==> config.mk <==
export PLATFORM = sky130hd
export DESIGN_NAME = digit_serial_adder
export DESIGN_NICKNAME = d
export VERILOG_FILES = /design/src/rtl/digit_serial_adder.sv
export SDC_FILE = /design/constraint.sdc
export NUM_CORES = 1
export LEC_CHECK = 0
export ABC_AREA = 1
export CAP_MARGIN = 10
export CORE_MARGIN = 2
export CORE_UTILIZATION = 35
export CTS_CLUSTER_DIAMETER = 50
export DETAILED_ROUTE_END_ITERATION = 10
export SLEW_MARGIN = 10
export SYNTH_ARGS = -nofsm -noshare
export SYNTH_HDL_FRONTEND = slang
export SYNTH_SLANG_ARGS = --single-unit
==> constraint.sdc <==
create_clock -name clk -period 6.1 [get_ports clk]
set_clock_uncertainty 0.05 [all_clocks]
set_input_delay 1.22 -clock clk [delete_from_list [all_inputs] [get_ports clk]]
set_output_delay 1.22 -clock clk [all_outputs]
set_load 0.005 [all_outputs]
==> src/rtl/digit_serial_adder.sv <==
`default_nettype none
// ============================================================================
// Module   : digit_serial_adder
// Brief    : WIDTH-bit add/subtract, DIGIT bits per clock, valid/ready I/O.
//            Optional zero output when DSA_ZERO_FLAG_EN is defined.
// Revision : 1.0 - initial release
// ============================================================================
module digit_serial_adder #(
  parameter int WIDTH = 16,
  parameter int DIGIT = 4
) (
  input  logic             clk,
  input  logic             rst_n,
  input  logic             in_valid,
  output logic             in_ready,
  input  logic [WIDTH-1:0] x,
  input  logic [WIDTH-1:0] y,
  input  logic             cin,
  input  logic             sub,
  output logic             out_valid,
  input  logic             out_ready,
  output logic [WIDTH-1:0] s,
  output logic             cout,
  output logic             ovf
`ifdef DSA_ZERO_FLAG_EN
  ,
  output logic             zero
`endif
);

  localparam int N  = WIDTH / DIGIT;
  localparam int CW = (N > 1) ? $clog2(N) : 1;
  localparam logic [CW-1:0] LAST = CW'(N - 1);

  typedef enum logic [1:0] {
    IDLE = 2'd0,
    CALC = 2'd1,
    DONE = 2'd2
  } state_t;

  state_t           state_q, state_d;
  logic [WIDTH-1:0] a_q, a_d;
  logic [WIDTH-1:0] b_q, b_d;
  logic             carry_q, carry_d;
  logic [CW-1:0]    cnt_q, cnt_d;
  logic [WIDTH-1:0] s_q, s_d;
  logic             cout_q, cout_d;
  logic             ovf_q, ovf_d;

  logic [DIGIT:0]   chain;
  logic [DIGIT-1:0] dsum;
  logic [WIDTH-1:0] acc_next;

  // Ripple chain of DIGIT full adders fed by the registered carry.
  assign chain[0] = carry_q;
  for (genvar i = 0; i < DIGIT; i++) begin : g_fa
    assign dsum[i]    = a_q[i] ^ b_q[i] ^ chain[i];
    assign chain[i+1] = (a_q[i] & b_q[i]) | (chain[i] & (a_q[i] ^ b_q[i]));
  end

  // Partial result: the upper WIDTH-DIGIT bits collected so far, newest digit on top.
  if (DIGIT == WIDTH) begin : g_acc_none
    assign acc_next = dsum;
  end else begin : g_acc
    logic [WIDTH-DIGIT-1:0] acc_q;
    assign acc_next = {dsum, acc_q};
    always_ff @(posedge clk or negedge rst_n) begin
      if (!rst_n) begin
        acc_q <= '0;
      end else if (state_q == CALC) begin
        acc_q <= acc_next[WIDTH-1:DIGIT];
      end
    end
  end

`ifdef DSA_ZERO_FLAG_EN
  logic zacc_q, zacc_d;
  logic zero_q, zero_d;
  logic last_digit;
  assign last_digit = (state_q == CALC) && (cnt_q == LAST);

  always_comb begin
    zacc_d = zacc_q;
    zero_d = zero_q;
    if (state_q == IDLE && in_valid) begin
      zacc_d = 1'b1;
    end else if (state_q == CALC) begin
      zacc_d = zacc_q & ~|dsum;
      if (last_digit) zero_d = zacc_q & ~|dsum;
    end
  end

  always_ff @(posedge clk or negedge rst_n) begin
    if (!rst_n) begin
      zacc_q <= 1'b0;
      zero_q <= 1'b0;
    end else begin
      zacc_q <= zacc_d;
      zero_q <= zero_d;
    end
  end

  assign zero = zero_q;
`endif

  always_comb begin
    state_d = state_q;
    a_d     = a_q;
    b_d     = b_q;
    carry_d = carry_q;
    cnt_d   = cnt_q;
    s_d     = s_q;
    cout_d  = cout_q;
    ovf_d   = ovf_q;
    case (state_q)
      IDLE: begin
        if (in_valid) begin
          a_d     = x;
          b_d     = sub ? ~y : y;
          carry_d = sub ? ~cin : cin;
          cnt_d   = '0;
          state_d = CALC;
        end
      end
      CALC: begin
        a_d     = a_q >> DIGIT;
        b_d     = b_q >> DIGIT;
        carry_d = chain[DIGIT];
        cnt_d   = cnt_q + 1'b1;
        if (cnt_q == LAST) begin
          cnt_d   = '0;
          s_d     = acc_next;
          cout_d  = chain[DIGIT];
          ovf_d   = chain[DIGIT] ^ chain[DIGIT-1];
          state_d = DONE;
        end
      end
      DONE: begin
        if (out_ready) state_d = IDLE;
      end
      default: state_d = IDLE;
    endcase
  end

  always_ff @(posedge clk or negedge rst_n) begin
    if (!rst_n) begin
      state_q <= IDLE;
      a_q     <= '0;
      b_q     <= '0;
      carry_q <= 1'b0;
      cnt_q   <= '0;
      s_q     <= '0;
      cout_q  <= 1'b0;
      ovf_q   <= 1'b0;
    end else begin
      state_q <= state_d;
      a_q     <= a_d;
      b_q     <= b_d;
      carry_q <= carry_d;
      cnt_q   <= cnt_d;
      s_q     <= s_d;
      cout_q  <= cout_d;
      ovf_q   <= ovf_d;
    end
  end

  assign in_ready  = (state_q == IDLE);
  assign out_valid = (state_q == DONE);
  assign s         = s_q;
  assign cout      = cout_q;
  assign ovf       = ovf_q;

endmodule
`default_nettype wire

==> run summary, run 1 <==
The run finished with clean final reports. The highest clock frequency the design can meet is 0.345 GHz. In this run the power density over the cells is 503 nW/um^2. The pin count of the biggest net entering global routing is 68. The hold violation count in the final report was 0.

The total area inside the core boundary comes to 9110 sq um. The count of flip-flops with a built-in enable after synthesis came out at 0. The reported leakage power is 2.10 nW. The internal power component came out at 1.27 mW. The die outline height came out at 100 microns.

The number of top-level pins came out at 58. Setup repair after global routing left no endpoint under its margin. In the final routed layout, each cell accounts on average for 11.0 microns. The number of global-route vias before repair came out at 2583. By area, the combinational part of the netlist is dominated by simple AND/OR/NAND/NOR gates.

Among all cell types in the netlist, the one instantiated most often is sky130_fd_sc_hd__nand2_1. The sort of element at the end of the critical path is an output port. Data on the critical path arrives at its endpoint at 1.62 ns. The post-CTS clock slew at the launch and capture registers of the worst setup and hold paths is 0.07 ns. STA classifies the critical path startpoint as a register.

The Yosys step of the flow raised 0 warnings. Among all flip-flop cells after synthesis, the most frequent one is sky130_fd_sc_hd__dfrtp_1. The number of flip-flops and latches in the synthesized netlist is 67.

The total count of max-transition violations in the final report is 0. The top-area cell type share of the netlist area is 51.8%. The count of buffers added on input and output ports is 57. The number of diodes came out at 0. The congestion estimate from routability-driven global placement came to 0.735. Of all cell types, the one taking the most synthesized area is sky130_fd_sc_hd__dfrtp_1. The placed wire-length estimate after detailed placement is 4300 microns.

The clock latency at the later pin of the worst-skew pair came out at 0.34 ns. For this run, design rule violations remaining after detail routing come to 0. The accumulated negative setup slack came out at 0 ns.

The count of clock tree sinks is 67. Synthesis produced 418 cells. In this run the horizontal extent of the chip is 100 microns. In the finished design, the share of the clock period the worst path needs comes to 47.5%. Summing the areas of all xor and xnor instances in the mapped netlist gives 1.35% of the synthesized area.

Counting both buffers and inverters, the worst setup path holds a total of 1. Of the total synthesized cell area, the portion taken by AND, OR, NAND and NOR gates is 27.6%. On the critical path, the stage with the largest delay is an instance of sky130_fd_sc_hd__dfrtp_1. In this run the worst path has a maximum fanout of 11. The final antenna-violating net count came out at 0. Counting I/O delays and the setup requirement, the final critical path takes 2.89 ns.

In this run the clock root is driven by a sky130_fd_sc_hd__clkbuf_8. The first detailed-routing pass ran for 5 iterations. Counting the buffers created by CTS gives 9.

The standard-cell row count is 35. For this run, the share of the core covered by cells in the final layout is 44.7%. In the synthesized netlist, the cells that appear most often are sky130_fd_sc_hd__nand2_1 (169), sky130_fd_sc_hd__dfrtp_1 (67), sky130_fd_sc_hd__inv_1 (52), sky130_fd_sc_hd__nor2_1 (43), sky130_fd_sc_hd__o21ai_0 (30). The overflow left after global routing is 0. The portion of the post-synthesis area used by sequential elements came out at 51.8%.

The initial antenna violation count came to 0. The share of power burned in the clock network came out at 20.8%. The net count of the finished layout is 512. The relative contribution of sequential cells to total power is 37.7%. The clock tree buffer depth came out at 2. From synthesis to final layout, the design area changed by 25.8%. Headroom to the max-slew limit came out at 42.7%. The worst-margin pin slew came out at 0.860 ns.

Sorting the synthesized cells by area gives the leading types as sky130_fd_sc_hd__dfrtp_1 (52%), sky130_fd_sc_hd__nand2_1 (20%), sky130_fd_sc_hd__inv_1 (6.0%). The hold-fix buffer count after cts is 0. In this design, the largest share of critical-path delay is due to flip-flops. The final-report setup violation count came out at 0. The number of gates resized after CTS was 0. Using the TritonRoute via totals, the vias-per-cell ratio works out to 4.46. The count of different cell masters after synthesis is 19.

The synthesized area per cell is 7.75 sq um. The number of nets in the synthesized netlist is 461. The net load switching power is 782 uW. The global router's overall resource usage came out at 14.4%. The die area came out at 10000 sq um.

The effective utilization at floorplan came out at 35.5%. The CTS tree is yes. Wires add up to 6460 microns.

The buffers inserted during post-CTS setup optimization came out at 0. The largest stage delay on the critical path came out at 0.56 ns. The switching part of the total power came out at 38.1%. IR analysis of the VDD net gives a maximum drop of 149 uV. The critical path goes through nor2_1 -> clkdlybuf4s50_1. The share of synthesized area spent on multiplexers is 0%. The adder-cell area share of the yosys netlist came out at 2.86%.

The critical path in this run is classified as reg -> out. The combinational group share of total power came out at 41.5%. The area fraction in compound gates after synthesis is 6.14%. The post-synth design cell area came out at 3240 sq um.

The fraction of final layout cells with drive strength greater than 1 is 5.06%. STA puts the critical path data required time at 4.83 ns. The min-delay analysis places its worst path in the category reg -> reg. The number of max-cap violations came out at 0. The wire length of the first global-routing pass is 11600 microns. The share of synthesized registers carrying an async set or reset is 100%. In this run the number of H-tree levels came out at 3. The number of violations reported at the end of detailed-routing iteration 0 came out at 130. The detailed router placed 2610 vias in this run.
## layout by cell type (no fill, tap or decap), drive strengths merged
| master | count |
|---|---|
| xor2 | 1 |
| o31ai | 1 |
| xnor2 | 4 |
| ha | 1 |
| bufinv | 2 |
| nor2 | 43 |
| clkbuf | 11 |
| nand3 | 17 |
| dfrtp | 67 |
| fa | 4 |
| nand2 | 171 |
| buf | 3 |
| o21ai | 36 |
| inv | 56 |
| clkdlybuf4s50 | 56 |
| clkinv | 1 |
## routing by layer
metal / wire length [microns] / vias to the layer above / share of wire, % / track usage [%]
met4: 69 / 0 / 1.1 / 4.11
met1: 3160 / 1194 / 49 / 18.4
li1: - / 1353 / - / -
met5: 0 / - / 0 / 0
met2: 2900 / 56 / 45 / 23.4
met3: 331 / 7 / 5.1 / 5.01
## power by group through the flow
| stage | registers (mW) | logic, mW | clock network, mW |
|---|---|---|---|
| finish | 0.773 | 0.852 | 0.426 |
| global route | 0.800 | 1.02 | 0.458 |
| CTS | 0.773 | 0.862 | 0.440 |
| detailed placement | 0.779 | 0.858 | 0 |
| global placement | 0.775 | 0.843 | 0 |
| floorplan | 0.750 | 0.629 | 0 |
## worst register-to-register path, cell delays in order (launching register included)
cell	delay, ns
sky130_fd_sc_hd__dfrtp_1	0.41
sky130_fd_sc_hd__fa_1	0.42
sky130_fd_sc_hd__inv_1	0.08
sky130_fd_sc_hd__fa_1	0.15
sky130_fd_sc_hd__inv_1	0.05
sky130_fd_sc_hd__fa_1	0.40
sky130_fd_sc_hd__inv_1	0.09
sky130_fd_sc_hd__fa_1	0.43
sky130_fd_sc_hd__o21ai_0	0.18
## logic make-up after synthesis
kind of cell,Yosys count
buffers and inverters,73
flip-flops,67
AND/OR/NAND/NOR,231
adder cells (fa/ha/maj),5
XOR/XNOR,5
AO/OA/AOI/OAI,37
## metrics by stage
step	total power [mW]	instance area (sq um)	hold WS (ns)	setup slack, ns	instances
after floorplan	1.38	3240	0.392	3.92	418
after global placement	1.62	3820	0.403	3.03	568
after detailed placement	1.64	3820	0.413	3.01	568
after CTS	2.07	4050	0.433	3.16	584
after global routing	2.28	4070	0.450	3.12	585
final	2.05	4070	0.424	3.21	585
## flip-flops by register name, summed over array words and instances, names as in the netlist
signal / cells
a_q: 16
b_q: 16
carry_q: 1
cnt_q: 2
cout: 1
g_acc.acc_q: 12
ovf: 1
s: 16
state_q: 2
## worst paths after layout
kind / slack (ns) / to / start / cells past startpoint
hold reg to reg: 0.42 / s[2] / g_acc.acc_q[2] / 2
max in group asynchronous: 4.41 / b_q[2] / rst_n / 2
hold / removal: 0.42 / s[2] / g_acc.acc_q[2] / 2
setup reg to reg: 3.75 / g_acc.acc_q[11] / a_q[0] / 8
setup / recovery: 3.21 / in_ready / state_q[0] / 2
min in group asynchronous: 1.01 / s[0] / rst_n / 2
## layout make-up
| type | count | area, sq um |
|---|---|---|
| fill | 964 | 5030 |
| clock inverter | 5 | 82.6 |
| tap | 111 | 139 |
| clock buffer | 11 | 151 |
| sequential | 67 | 1680 |
| multi-input combinational | 278 | 1230 |
| timing repair buffer | 59 | 593 |
| inverter | 54 | 203 |
(Power assumes the default switching activity.)
==> run 2: changes to the inputs <==
==> constraint.sdc (replaced) <==
create_clock -name clk -period 2.75 [get_ports clk]
set_clock_uncertainty 0.05 [all_clocks]
set_input_delay 0.55 -clock clk [delete_from_list [all_inputs] [get_ports clk]]
set_output_delay 0.55 -clock clk [all_outputs]
set_load 0.005 [all_outputs]
==> run 2 against run 1 <==
  * Critical path depth rose by 6
  * Largest cell class unchanged
  * Via count rose by 0.61%
  * Sequential cell count unchanged
  * Clock-buffer cell count is 1 lower
  * Power is 120% higher
  * Non-clock buffer count rose by 3
  * Core utilization rose by 0.069 points
  * Critical endpoint is now s[15]
  * Sequential power is 120% higher
  * Cell area increased by 0.15%
  * Largest power group unchanged
==> run summary, run 2 (same netlist as run 1, synthesis figures left out) <==
The H-tree depth came out at 3 (unchanged). The number of violations reported at the end of detailed-routing iteration 0 came out at 106 (-18%). The post-cts gate resize count was 0 (unchanged).

The overflow left after global routing came to 0 (unchanged). The clock period could shrink to 2.31 ns. The count of clock tree sinks came out at 67 (unchanged). The class of the worst hold path is in -> async. Setup repair after global routing left no endpoint under its margin. The maximum vdd ir drop is 392 uV (+160%). The post-route core utilization is 44.8% (+0.069 points).

The die area came to 10000 sq um (unchanged). The hold violation count in the final report is 0 (unchanged). The ratio of total power to cell area came out at 1100 nW/um^2 (+120%).

The critical path data required time is 2.96 ns (-1.87 ns). The number of max-cap violations is 0 (unchanged). The worst endpoint data arrival time is 2.51 ns (+0.89 ns). The clock tree buffer depth came out at 2 (unchanged). The number of global-route vias before repair is 2602 (+0.74%).

The type of the setup path with the least slack is reg -> reg. The total detailed-routing wirelength is 6640 microns (+2.9%). The worst setup path is captured at a register.

The biggest fanout along the worst timing path came out at 2 (-9). The effective utilization at floorplan came out at 35.5% (unchanged). The reported leakage power came out at 2.10 nW (about the same). The fraction of final layout cells with drive strength greater than 1 came out at 5.45% (+0.39 points). The post-placement setup slack came to 0.439 ns (-2.57 ns). The final setup slack of the worst path came out at 0.444 ns (-2.76 ns).

The area overhead of the layout relative to synthesis came out at 26.0%. The total count of max-transition violations in the final report was 0 (unchanged). The accumulated negative setup slack came to 0 ns (unchanged). The via count came out at 2626 (+0.61%). The post-detailed-route wirelength per cell is 11.3 microns (+2.4%). The initial antenna violation count came out at 0 (unchanged). The placed wire-length estimate after detailed placement came out at 4610 microns (+7.3%).

The period utilization is 83.9%. The flow ran to the end, and the final reports show no timing, DRC or antenna violations. The standard-cell row count is 35 (unchanged). The post-route DRC violation count is 0 (unchanged).

The buffers inserted during post-CTS setup optimization is 0 (unchanged). The clock latency at the later pin of the worst-skew pair came out at 0.34 ns (about the same). The final estimated routing congestion in global placement is 0.734 (-0.11%). Leaving out fill and tap cells, the most frequent cell in the layout is sky130_fd_sc_hd__nand2_1.

The wire length of the first global-routing pass is 11600 microns (+0.23%). TritonCTS built the clock tree. The vias per cell is 4.47 (about the same). The worst hold slack was 0.206 ns (-0.219 ns). The horizontal die dimension came to 100 microns (unchanged). The number of fillers in the final layout was 934 (-3.1%). The pin count of the biggest net entering global routing is 53 (-22%). The detailed-router iteration count before antenna repair is 4 (-1).

STA classifies the critical path startpoint as a register. The final-report setup violation count came out at 0 (unchanged). The hold-fix buffer count after cts came to 0 (unchanged). The global router's overall resource usage is 14.6% (+0.13 points).

Timing would allow up to 0.434 GHz. The count of port buffers added during placement came out at 57 (unchanged). The standard cell core area is 9110 sq um (unchanged). The worst-case headroom to the max-slew limit is 51.7% (+9.0 points). Leaving out fill and tap cells, the most frequent cells in the layout are sky130_fd_sc_hd__nand2_1 (169), sky130_fd_sc_hd__dfrtp_1 (67), sky130_fd_sc_hd__clkdlybuf4s50_1 (56), sky130_fd_sc_hd__inv_1 (52), sky130_fd_sc_hd__nor2_1 (43).

The post-CTS clock slew at the launch and capture registers of the worst setup and hold paths is 0.08 ns (about the same). The net count of the finished layout came to 515 (+0.59%). The worst-margin pin slew is 0.725 ns (-0.135 ns). The setup slack on the worst flop-to-flop path came out at 0.44 ns (-3.31 ns). The total power of the final layout is 4.50 mW (+120%). The number of diodes came out at 0 (unchanged).

The tree is rooted in a sky130_fd_sc_hd__clkbuf_8. The number of top-level pins came to 58 (unchanged). The die outline height is 100 microns (unchanged). The final antenna-violating net count is 0 (unchanged). The number of clock buffers inserted by TritonCTS came out at 9 (unchanged).
## run 2: changes by cell type in the layout (fill, tap and decap cells not counted), sizes merged
cell      before  now
clkinvlp       0    1
clkbuf        11   10
inv           56   54
clkinv         1    3
buf            3    6
## run 2: worst paths after layout
check                        from             end  depth (start not counted)
hold / removal              rst_n  g_acc.acc_q[3]                          1
min in group clk           a_q[8]          a_q[8]                          2
setup reg to reg           a_q[0]           s[15]                          8
hold reg to reg            a_q[8]          a_q[8]                          2
max in group asynchronous   rst_n          a_q[1]                          2
setup / recovery           a_q[0]           s[15]                          8
## run 2: layout make-up
type / count / area [sq um] / area share, %
Clock buffer: 10 / 128 / 3.13
Clock inverter: 6 / 90.1 / 2.21
Inverter: 54 / 203 / 4.97
Multi-Input combinational cell: 278 / 1230 / 30.1
Sequential cell: 67 / 1680 / 41.1
Tap cell: 111 / 139 / 3.40
Timing Repair Buffer: 62 / 616 / 15.1
## run 2: critical path: stages, from the launching register on
cell and delay, ns:
sky130_fd_sc_hd__dfrtp_1 0.40, sky130_fd_sc_hd__fa_1 0.41, sky130_fd_sc_hd__inv_1 0.07, sky130_fd_sc_hd__fa_1 0.17
sky130_fd_sc_hd__inv_1 0.05, sky130_fd_sc_hd__fa_1 0.39, sky130_fd_sc_hd__inv_1 0.09, sky130_fd_sc_hd__fa_1 0.41
sky130_fd_sc_hd__o21ai_0 0.17
## run 2: per-layer routing
metal / GRT usage (%) / wire length, microns / vias up
met3: 3.76 / 332 / 10
met2: 24.5 / 3080 / 64
li1: - / - / 1361
met5: 0 / 0 / -
met4: 4.74 / 90 / 0
met1: 18.4 / 3140 / 1191
## run 2: where the power goes
group / internal [mW] / leakage (nW) / switching [mW]
logic: 0.793 / 1.15 / 1.10
clock network: 0.512 / 0.106 / 0.391
registers: 1.44 / 0.842 / 0.268
total: 2.75 / 2.10 / 1.76
## run 2: metrics by stage
stage,cells,cell area [sq um]
after global placement,572,3860
final,588,4080
after CTS,588,4080
after floorplan,418,3240
after detailed placement,572,3860
after global routing,588,4080
==> run 3: changes to the inputs <==
==> constraint.sdc (replaced) <==
create_clock -name clk -period 2.13 [get_ports clk]
set_clock_uncertainty 0.05 [all_clocks]
set_input_delay 0.426 -clock clk [delete_from_list [all_inputs] [get_ports clk]]
set_output_delay 0.426 -clock clk [all_outputs]
set_load 0.005 [all_outputs]
==> run 3 against run 2 <==
  * The run now ends with setup timing left
  * Sequential cell count stayed put
  * Worst setup slack worse by 0.51 ns
  * Sequential power is 27% higher
  * Cell area is 2.3% higher
  * First-iteration DRC count is 19% lower
  * Global-route usage is 0.22 points higher
  * Combinational power is 43% higher
  * Critical endpoint unchanged
  * Highest routed layer unchanged
==> run summary, run 3 (same netlist as run 1, synthesis figures left out) <==
The flow ran to the end, but the final reports show violations. The final reports fail on setup timing. The period utilization came out at 103% (+19 points). The die outline height came out at 100 microns (unchanged).

The net count of the finished layout came out at 521 (+1.2%). The relative contribution of sequential cells to total power is 35.9% (-2.1 points). The standard-cell row count came out at 35 (unchanged). The hold-fix buffer count after cts is 0 (unchanged). The path class of the tightest hold or removal check is in -> async. The post-route cell area was 4170 sq um (+2.3%).

The overflow left after global routing is 0 (unchanged). The sort of element at the end of the critical path is a register. The number of violations reported at the end of detailed-routing iteration 0 came out at 86 (-19%). The clock latency at the later pin of the worst-skew pair is 0.34 ns (about the same).

The most numerous cell type found on the critical path is sky130_fd_sc_hd__fa_2. Setup repair after global routing could not meet its margin everywhere. The H-tree depth came out at 3 (unchanged). The post-CTS clock slew at the launch and capture registers of the worst setup and hold paths is 0.08 ns (about the same). The total count of max-transition violations in the final report came out at 0 (unchanged).

The pin count of the biggest net entering global routing came out at 53 (unchanged). The biggest fanout along the worst timing path came to 2 (unchanged). Among all stages on the critical path, the largest delay is contributed by sky130_fd_sc_hd__fa_2.

The count of clock tree sinks is 67 (unchanged). The number of fillers in the final layout came to 947 (+1.4%). The maximum vdd ir drop came out at 504 uV (+29%).

The share of power burned in the clock network is 19.6% (-0.4 points). The total power of the final layout came out at 6.07 mW (+35%). The post-detailed-route wirelength per cell is 11.2 microns (-0.52%).

The detailed-router iteration count before antenna repair is 4 (unchanged). The critical path in this run is classified as reg -> reg. The final antenna-violating net count came out at 0 (unchanged).

The global router's overall resource usage is 14.8% (+0.22 points). The hold violation count in the final report is 0 (unchanged). The number of top-level pins is 58 (unchanged). The number of max-cap violations came out at 0 (unchanged).

The ratio of total power to cell area came to 1450 nW/um^2 (+32%). The final setup slack of the worst path came out at -0.0659 ns (-0.510 ns). The cell count after placement came out at 577 (+0.87%). The worst-case headroom to the max-slew limit is 59.4% (+7.8 points). The final estimated routing congestion in global placement came out at 0.753 (+2.5%).

The wire length of the first global-routing pass is 11700 microns (+1.2%). The type of element launching the critical path is a register. The reported leakage power came out at 2.15 nW (+2.2%). Leaving out fill and tap cells, the most frequent cells in the layout are sky130_fd_sc_hd__nand2_1 (169), sky130_fd_sc_hd__dfrtp_1 (67), sky130_fd_sc_hd__clkdlybuf4s50_1 (56), sky130_fd_sc_hd__inv_1 (49), sky130_fd_sc_hd__nor2_1 (43). The internal power component came to 3.77 mW (+37%). The fraction of final layout cells with drive strength greater than 1 is 8.49% (+3.0 points). The die area was 10000 sq um (unchanged). The time the final worst path needs with I/O delays and setup came out at 2.20 ns (-0.110 ns).

The initial antenna violation count came to 0 (unchanged). The post-placement setup slack was -0.121 ns (-0.560 ns). The most common library cell in the layout ignoring fill and taps is sky130_fd_sc_hd__nand2_1. The standard cell core area is 9110 sq um (unchanged). The count of port buffers added during placement came out at 57 (unchanged).

CTS placed an instance of sky130_fd_sc_hd__clkbuf_8 at the clock tree root. The total detailed-routing wirelength is 6670 microns (+0.50%). The final-report setup violation count was 2 (+2). The placed wire-length estimate after detailed placement came out at 4660 microns (+0.95%). The effective utilization at floorplan is 35.5% (unchanged).

The worst endpoint data arrival time is 2.40 ns (-0.11 ns). The number of global-route vias before repair is 2601 (-0.038%). The vias per cell is 4.40 (-1.4%). The final standard cell count with taps included and fillers excluded is 594 (+1.0%).

The number of diodes came out at 0 (unchanged). The switching part of the total power came to 37.9% (-1.1 points). The critical path data required time is 2.33 ns (-0.63 ns). The CTS tree is yes. The via count came out at 2615 (-0.42%). The worst-margin pin slew came out at 0.606 ns (-0.119 ns).

Walking the worst path, the cells encountered are fa_2 -> inv_2 -> fa_2 -> inv_2 -> fa_2 -> inv_2 -> fa_2 -> o21ai_2. The number of clock buffers inserted by TritonCTS is 9 (unchanged). The horizontal die dimension came to 100 microns (unchanged). The combinational group share of total power came out at 44.5% (+2.6 points). The highest clock frequency the design can meet came out at 0.455 GHz (+5.0%). The net load switching power was 2.30 mW (+31%). The post-route DRC violation count is 0 (unchanged). The area overhead of the layout relative to synthesis came out at 28.9%.

The instance area at placement came out at 3930 sq um (+1.7%). The clock tree buffer depth is 2 (unchanged). The largest stage delay on the critical path came out at 0.44 ns (+0.03 ns).
run 3: cell count changes in the layout (fill, tap and decap cells not counted):
cell,previous run,this run
sky130_fd_sc_hd__o21ai_1,5,7
sky130_fd_sc_hd__o21ai_0,30,27
sky130_fd_sc_hd__buf_12,1,3
sky130_fd_sc_hd__clkbuf_8,9,11
sky130_fd_sc_hd__clkinv_4,2,0
sky130_fd_sc_hd__fa_1,4,0
sky130_fd_sc_hd__fa_2,0,4
sky130_fd_sc_hd__clkinv_2,1,3
sky130_fd_sc_hd__clkinvlp_4,1,0
sky130_fd_sc_hd__buf_4,4,8
sky130_fd_sc_hd__inv_1,52,49
sky130_fd_sc_hd__o21ai_2,0,1
sky130_fd_sc_hd__inv_2,2,5
sky130_fd_sc_hd__clkbuf_1,1,0
run 3: per-stage QoR:
stage                     util [%]  hold slack (ns)  setup TNS, ns
after floorplan                  -           0.0804              0
after global placement        43.1            0.405        -0.0983
after detailed placement      43.1            0.406         -0.248
after CTS                     45.7           0.0334        -0.0798
after global routing          45.8           0.0624         -0.456
final                         45.8           0.0274         -0.125
run 3: layout make-up:
cell class | count | area, sq um | share of cell area, %
sequential | 67 | 1680 | 40.2
multi-input combinational | 278 | 1240 | 29.8
timing repair buffer | 68 | 686 | 16.4
inverter | 54 | 203 | 4.86
clock buffer | 11 | 151 | 3.63
tap | 111 | 139 | 3.33
clock inverter | 5 | 75.1 | 1.80
run 3: power by group through the flow:
stage	clock network [mW]	logic (mW)	registers, mW
final	1.19	2.70	2.18
after global placement	0	2.56	2.19
after floorplan	0	1.81	2.15
after detailed placement	0	2.63	2.20
after global routing	1.28	3.18	2.25
after CTS	1.23	2.69	2.18
run 3: final timing paths:
kind | cells past startpoint | start | slack, ns | to
max | 8 | a_q[0] | -0.07 | s[15]
max in group asynchronous | 2 | rst_n | 1.46 | b_q[3]
min | 1 | rst_n | 0.03 | s[0]
max reg2reg | 8 | a_q[0] | -0.07 | s[15]
min in group clk | 2 | g_acc.acc_q[0] | 0.42 | s[0]
min reg2reg | 2 | g_acc.acc_q[0] | 0.42 | s[0]
run 3: per-layer routing:
metal | GRT usage, % | wire length, microns
met1 | 19.2 | 3180
met4 | 6.64 | 89
met3 | 3.34 | 313
met5 | 0 | 0
met2 | 23.7 | 3100
run 3: what timing repair did:
action | 4_1_cts | 5_1_grt
pin swaps | 2 | 1
endpoints found under the setup margin | 4 | 4
buffers inserted | 0 | 1
gates resized for setup | 7 | 3
run 3: worst max-delay path, delay by kind of cell (launching register included):
family / cells / cell delay, ns
fa+ha+maj: 4 / 1.37
flops: 1 / 0.40
buf+inv: 3 / 0.17
compound gates: 1 / 0.12
==> RTL edit 1 (flow settings as in run 2) <==
Add a define of `DSA_ZERO_FLAG_EN`.
--- a/src/rtl/digit_serial_adder.sv
+++ b/src/rtl/digit_serial_adder.sv
@@ -6,4 +6,6 @@
 // Revision : 1.0 - initial release
 // ============================================================================
+`define DSA_ZERO_FLAG_EN
+
 module digit_serial_adder #(
   parameter int WIDTH = 16,
Check against the original RTL (old outputs only; new: zero): equivalent (Yosys induction, for registers that start in step).
==> RTL edit 1 against run 2 <==
  * Wire length rose by 1.9%
  * Power fell by 5.9%
  * Area after synthesis rose by 3.8%
  * Synthesized cell count fell by 0.24%
  * Via count rose by 2.4%
  * Sequential share of layout area rose by 0.55 points
  * Largest cell class unchanged
  * Design area rose by 1.6%
  * Sequential cell count rose by 2
  * Worst setup slack got worse by 0.12 ns
  * Highest routed layer unchanged
==> RTL edit 1: results (changes against run 2) <==
status=finished, final reports clean; max cap viols=0 (unchanged); WL/cell=11.24 um (-0.50%); Final nets=515 (unchanged); Setup Fix Bufs, Post-CTS=0 (unchanged); first-pass GRT wire length=11.81 mm (+1.8%); largest net degree at the start of global routing=70 (+32%); Tot GR Track Use=14.35% (-0.22 points); Post-synth ARST share=100.0% (unchanged); synth cell count leaders=nand2_1, dfrtp_1, inv_1; layout cells sized above 1=8.668% (+3.2 points); period utilization=88.29% (+4.4 points); worst-path maximum fanout=4 (+2); DR iter-0 viols=84 (-21%); CTS Buf Count=9 (unchanged); Leakage=2.144 nW (+2.1%); vias in the first global route=2586 (-0.61%); grt met3 use=3.830% (+0.070 points); Worst-Margin Slew=0.6572 ns (-0.06795 ns); syn avg cell area=8.059 um2 (+4.0%); clock root cell=clkbuf_8; Via density=4.465 (about the same); met2 Usage GRT=24.65% (+0.12 points); maximum vdd drop=0.3920 mV (about the same); fillers=971 (+4.0%); Synth area leaders=dfrtp_1, nand2_1, nand3_1; Setup crit start=a_q[0]$_DFFE_PN0P_; M1 GR Usage=17.90% (-0.45 points); worst reg2reg path depth=11 (+3); initial antenna violation count=0 (unchanged); HP Class=primary input to async pin; first drt pass iteration count=4 (unchanged); via count=2688 (+2.4%); R2R setup slack=0.32 ns (-0.12 ns); Clock Tree Buf Depth=2 (unchanged); crit path DAT=2.61 ns (+0.10 ns); H-Tree Depth=3 (unchanged); post-CTS sizing=0 (unchanged); crit-path max cell delay=0.48 ns (+0.07 ns); synthesized net count=460 (-0.22%); CP top delay family=adder cells; HPWL after DPL=4.644 mm (+0.70%); critical path class=flop to flop; routability-driven placement congestion ratio=0.7529 (+2.6%); IO Port Bufs=58 (+1.8%); Synth cell types=21 (+2); RR Endpoint=zero$_DFFE_PN0P_; Antenna Cells=0 (unchanged); post-synthesis sequential area ratio=51.38% (-0.40 points); Worst path slowest cell=fa_1; Place WS=0.3338 ns (-0.1052 ns); Synth Warn #=0 (unchanged); Worst-path clk slew=0.07 ns; dpl cells=590 (+3.1%); Clock Latency Late Sink=0.34 ns (about the same); Hold Buf Count CTS=0 (unchanged)
[RTL edit 1: cell types whose count changed in the layout (fill, tap and decap cells not counted), moves of 2 or more]
cell | run 2 | this run
clkinv_4 | 2 | 0
xnor2_1 | 4 | 0
nor2_1 | 43 | 4
bufinv_16 | 2 | 0
o21ai_0 | 30 | 1
nand2_2 | 2 | 0
inv_1 | 52 | 34
o21ai_2 | 0 | 14
xor2_1 | 1 | 4
nor2_2 | 0 | 2
dfrtp_1 | 67 | 69
nand2_1 | 169 | 217
o21ai_1 | 5 | 12
nand3_1 | 17 | 27
[RTL edit 1: power by group]
group	total [mW]	internal [mW]	switching, mW
Combinational	1.86	0.784	1.08
Clock	0.650	0.303	0.347
Sequential	1.73	1.45	0.273
Total	4.24	2.54	1.70
[RTL edit 1: worst reg2reg max path, delay by kind of cell, from the launching register on]
kind | cells | cell delay [ns]
simple gates | 4 | 0.22
fa+ha+maj | 4 | 1.42
buf+inv | 3 | 0.23
flops | 1 | 0.39
[RTL edit 1: cells by family after synthesis]
group,synth area share [%]
compound gates,6.292
xor+xnor,1.042
fa+ha+maj,2.755
buf+inv,8.600
flops,51.38
simple gates,29.93
[RTL edit 1: area by class of cell]
cell class | count | area, um2 | share of cell area (%)
well taps | 129 | 161.4 | 3.893
clock buffers | 9 | 123.9 | 2.987
repair buffers | 64 | 633.1 | 15.27
clock inverters | 3 | 17.52 | 0.4224
multi-input cells | 291 | 1345 | 32.44
flip-flops and latches | 69 | 1727 | 41.64
inverters | 37 | 138.9 | 3.349
[RTL edit 1: worst min path at each step]
stage / slack, ns / cells after the start / end
after global routing: 0.21 / 2 / s[13]$_DFFE_PN0P_
after floorplan: 0.20 / 0 / a_q[0]$_DFFE_PN0P_
after global placement: 0.41 / 2 / s[0]$_DFFE_PN0P_
after CTS: 0.19 / 2 / a_q[4]$_DFFE_PN0P_
final: 0.19 / 2 / s[13]$_DFFE_PN0P_
after detailed placement: 0.41 / 2 / s[0]$_DFFE_PN0P_
[RTL edit 1: per-stage QoR]
step | power, mW | instance area (um2)
2_1_floorplan | 3.066 | 3361
3_3_place_gp | 3.587 | 4005
3_5_place_dp | 3.644 | 4005
4_1_cts | 4.307 | 4146
5_1_grt | 4.649 | 4146
6_report | 4.237 | 4146
[RTL edit 1: metal layers]
metal / vias to the layer above / share of wire [%]
met5: - / 0
met4: 0 / 1.1
met3: 8 / 4.5
met2: 58 / 48
met1: 1239 / 46
li1: 1383 / -
==> RTL edit 2 (config.mk and constraints of run 2) <==
Without the edit above. Put one more register stage on the output `ovf`, cleared by the reset. The value now appears one clock later. The other outputs are not delayed to match.
--- a/src/rtl/digit_serial_adder.sv
+++ b/src/rtl/digit_serial_adder.sv
@@ -169,5 +169,11 @@
   assign s         = s_q;
   assign cout      = cout_q;
-  assign ovf       = ovf_q;
+  always_ff @(posedge clk or negedge rst_n) begin
+    if (!rst_n) begin
+      ovf <= '0;
+    end else begin
+      ovf <= ovf_q;
+    end
+  end
 
 endmodule
Formal check against the unedited RTL: not equivalent (a bounded check fails within 10 cycles, from zero or initial values and one cycle with rst_n low).
==> RTL edit 2 against run 2 <==
  * Maximum frequency is 1.2% lower
  * Highest routed layer unchanged
  * Critical path type unchanged
  * Wire length decreased by 4.0%
  * Worst setup slack worse by 0.028 ns
  * Sequential cell count increased by 1
  * Design area rose by 1.5%
  * Area after synthesis grew 0.77%
  * Critical endpoint is now g_acc.acc_q[11]$_DFFE_PN0P_
  * Clock power increased by 11%
  * Power up 3.0%
  * Count of clock-buffer cells in the layout stayed put
  * Sequential share of layout area is essentially flat
==> RTL edit 2: results (changes against run 2) <==
met2 Usage GRT=23.34% (-1.2 points); placed inst area=0.003892 mm2 (+0.78%); post-synthesis sequential area ratio=52.15% (+0.37 points); via count=2604 (-0.84%); worst-path maximum fanout=2 (unchanged); Place WS=0.4046 ns (-0.03440 ns); dpl cells=572 (unchanged); worst hold slack=0.1863 ns (-0.01930 ns); Synth Warn #=0 (unchanged); crit path DAT=2.53 ns (+0.02 ns); Post-Route M1 WL=3.078 mm (-1.9%); total chip power=4.638 mW (+3.0%); Leakage=2.128 nW (+1.3%); maximum vdd drop=0.3884 mV (-0.91%); post-CTS sizing=0 (unchanged); CTS Buf Count=9 (unchanged); Slew HR=54.95% (+3.3 points); Synth cell types=19 (unchanged); M1 GR Usage=17.24% (-1.1 points); H-Tree Depth=3 (unchanged); Setup crit start=a_q[0]$_DFFE_PN0P_; Comb pwr share=41.0% (-0.9 points); synth cell count leaders=nand2_1, dfrtp_1, inv_1; setup TNS=0 ns (unchanged); Worst-path clk slew=0.07 ns; Clk. pwr=1.00 mW (+11%); Clock Latency Late Sink=0.34 ns (about the same); post-route minimum period=2.334 ns (+0.02790 ns); net switching power=1.732 mW (-1.3%); worst reg2reg path depth=8 (unchanged); syn avg cell area=7.788 um2 (+0.53%); largest net degree at the start of global routing=51 (-3.8%); metal3 WL=333 um (+0.30%); vias in the first global route=2503 (-3.8%); WL met2=2.917 mm (-5.3%); first-pass GRT wire length=11.05 mm (-4.7%); DR iter-0 viols=84 (-21%); HPWL after DPL=4.402 mm (-4.6%); synthesized net count=462 (+0.22%); first drt pass iteration count=4 (unchanged); HP Class=primary input to async pin; Setup Fix Bufs, Post-CTS=0 (unchanged); WL/cell=10.84 um (-4.0%); Setup crit end=g_acc.acc_q[11]$_DFFE_PN0P_; fin cells=588 (unchanged); Synth area leaders=dfrtp_1, nand2_1, inv_1; Final nets=515 (unchanged); Antenna Cells=0 (unchanged); uppermost layer routed=met4; grt met3 use=4.230% (+0.47 points); R2R setup slack=0.42 ns (-0.03 ns); Clock Tree Buf Depth=2 (unchanged); status=finished, final reports clean; clock root cell=clkbuf_8; layout cells sized above 1=5.451% (unchanged); Tot GR Track Use=13.79% (-0.78 points); initial antenna violation count=0 (unchanged); Post-synth ARST share=100.0% (unchanged); routability-driven placement congestion ratio=0.7727 (+5.3%); IO Port Bufs=57 (unchanged)
## RTL edit 2: cell type report
| cell class | count | area (um2) |
|---|---|---|
| clock buffer | 10 | 137.6 |
| clock inverter | 6 | 111.4 |
| fill | 940 | 5011 |
| inverter | 54 | 202.7 |
| multi-input combinational | 278 | 1229 |
| sequential | 68 | 1702 |
| tap | 111 | 138.9 |
| timing repair buffer | 61 | 620.6 |
## RTL edit 2: critical path: stages (launching register included)
cell     delay [ns]
dfrtp_1        0.40
fa_1           0.42
inv_1          0.08
fa_1           0.16
inv_1          0.05
fa_1           0.40
inv_1          0.09
fa_1           0.42
o21ai_0        0.19
## RTL edit 2: kinds of logic (layout without fill, tap and decap cells)
logic type	after synthesis	after routing	share of synthesized area, %
buffers and inverters	73	131	10.20
and+or+nand+nor	231	231	27.38
xor gates and xnor gates	5	5	1.342
AOI/OAI and AO/OA	37	37	6.097
DFF	68	68	52.15
adders and majority gates	5	5	2.837
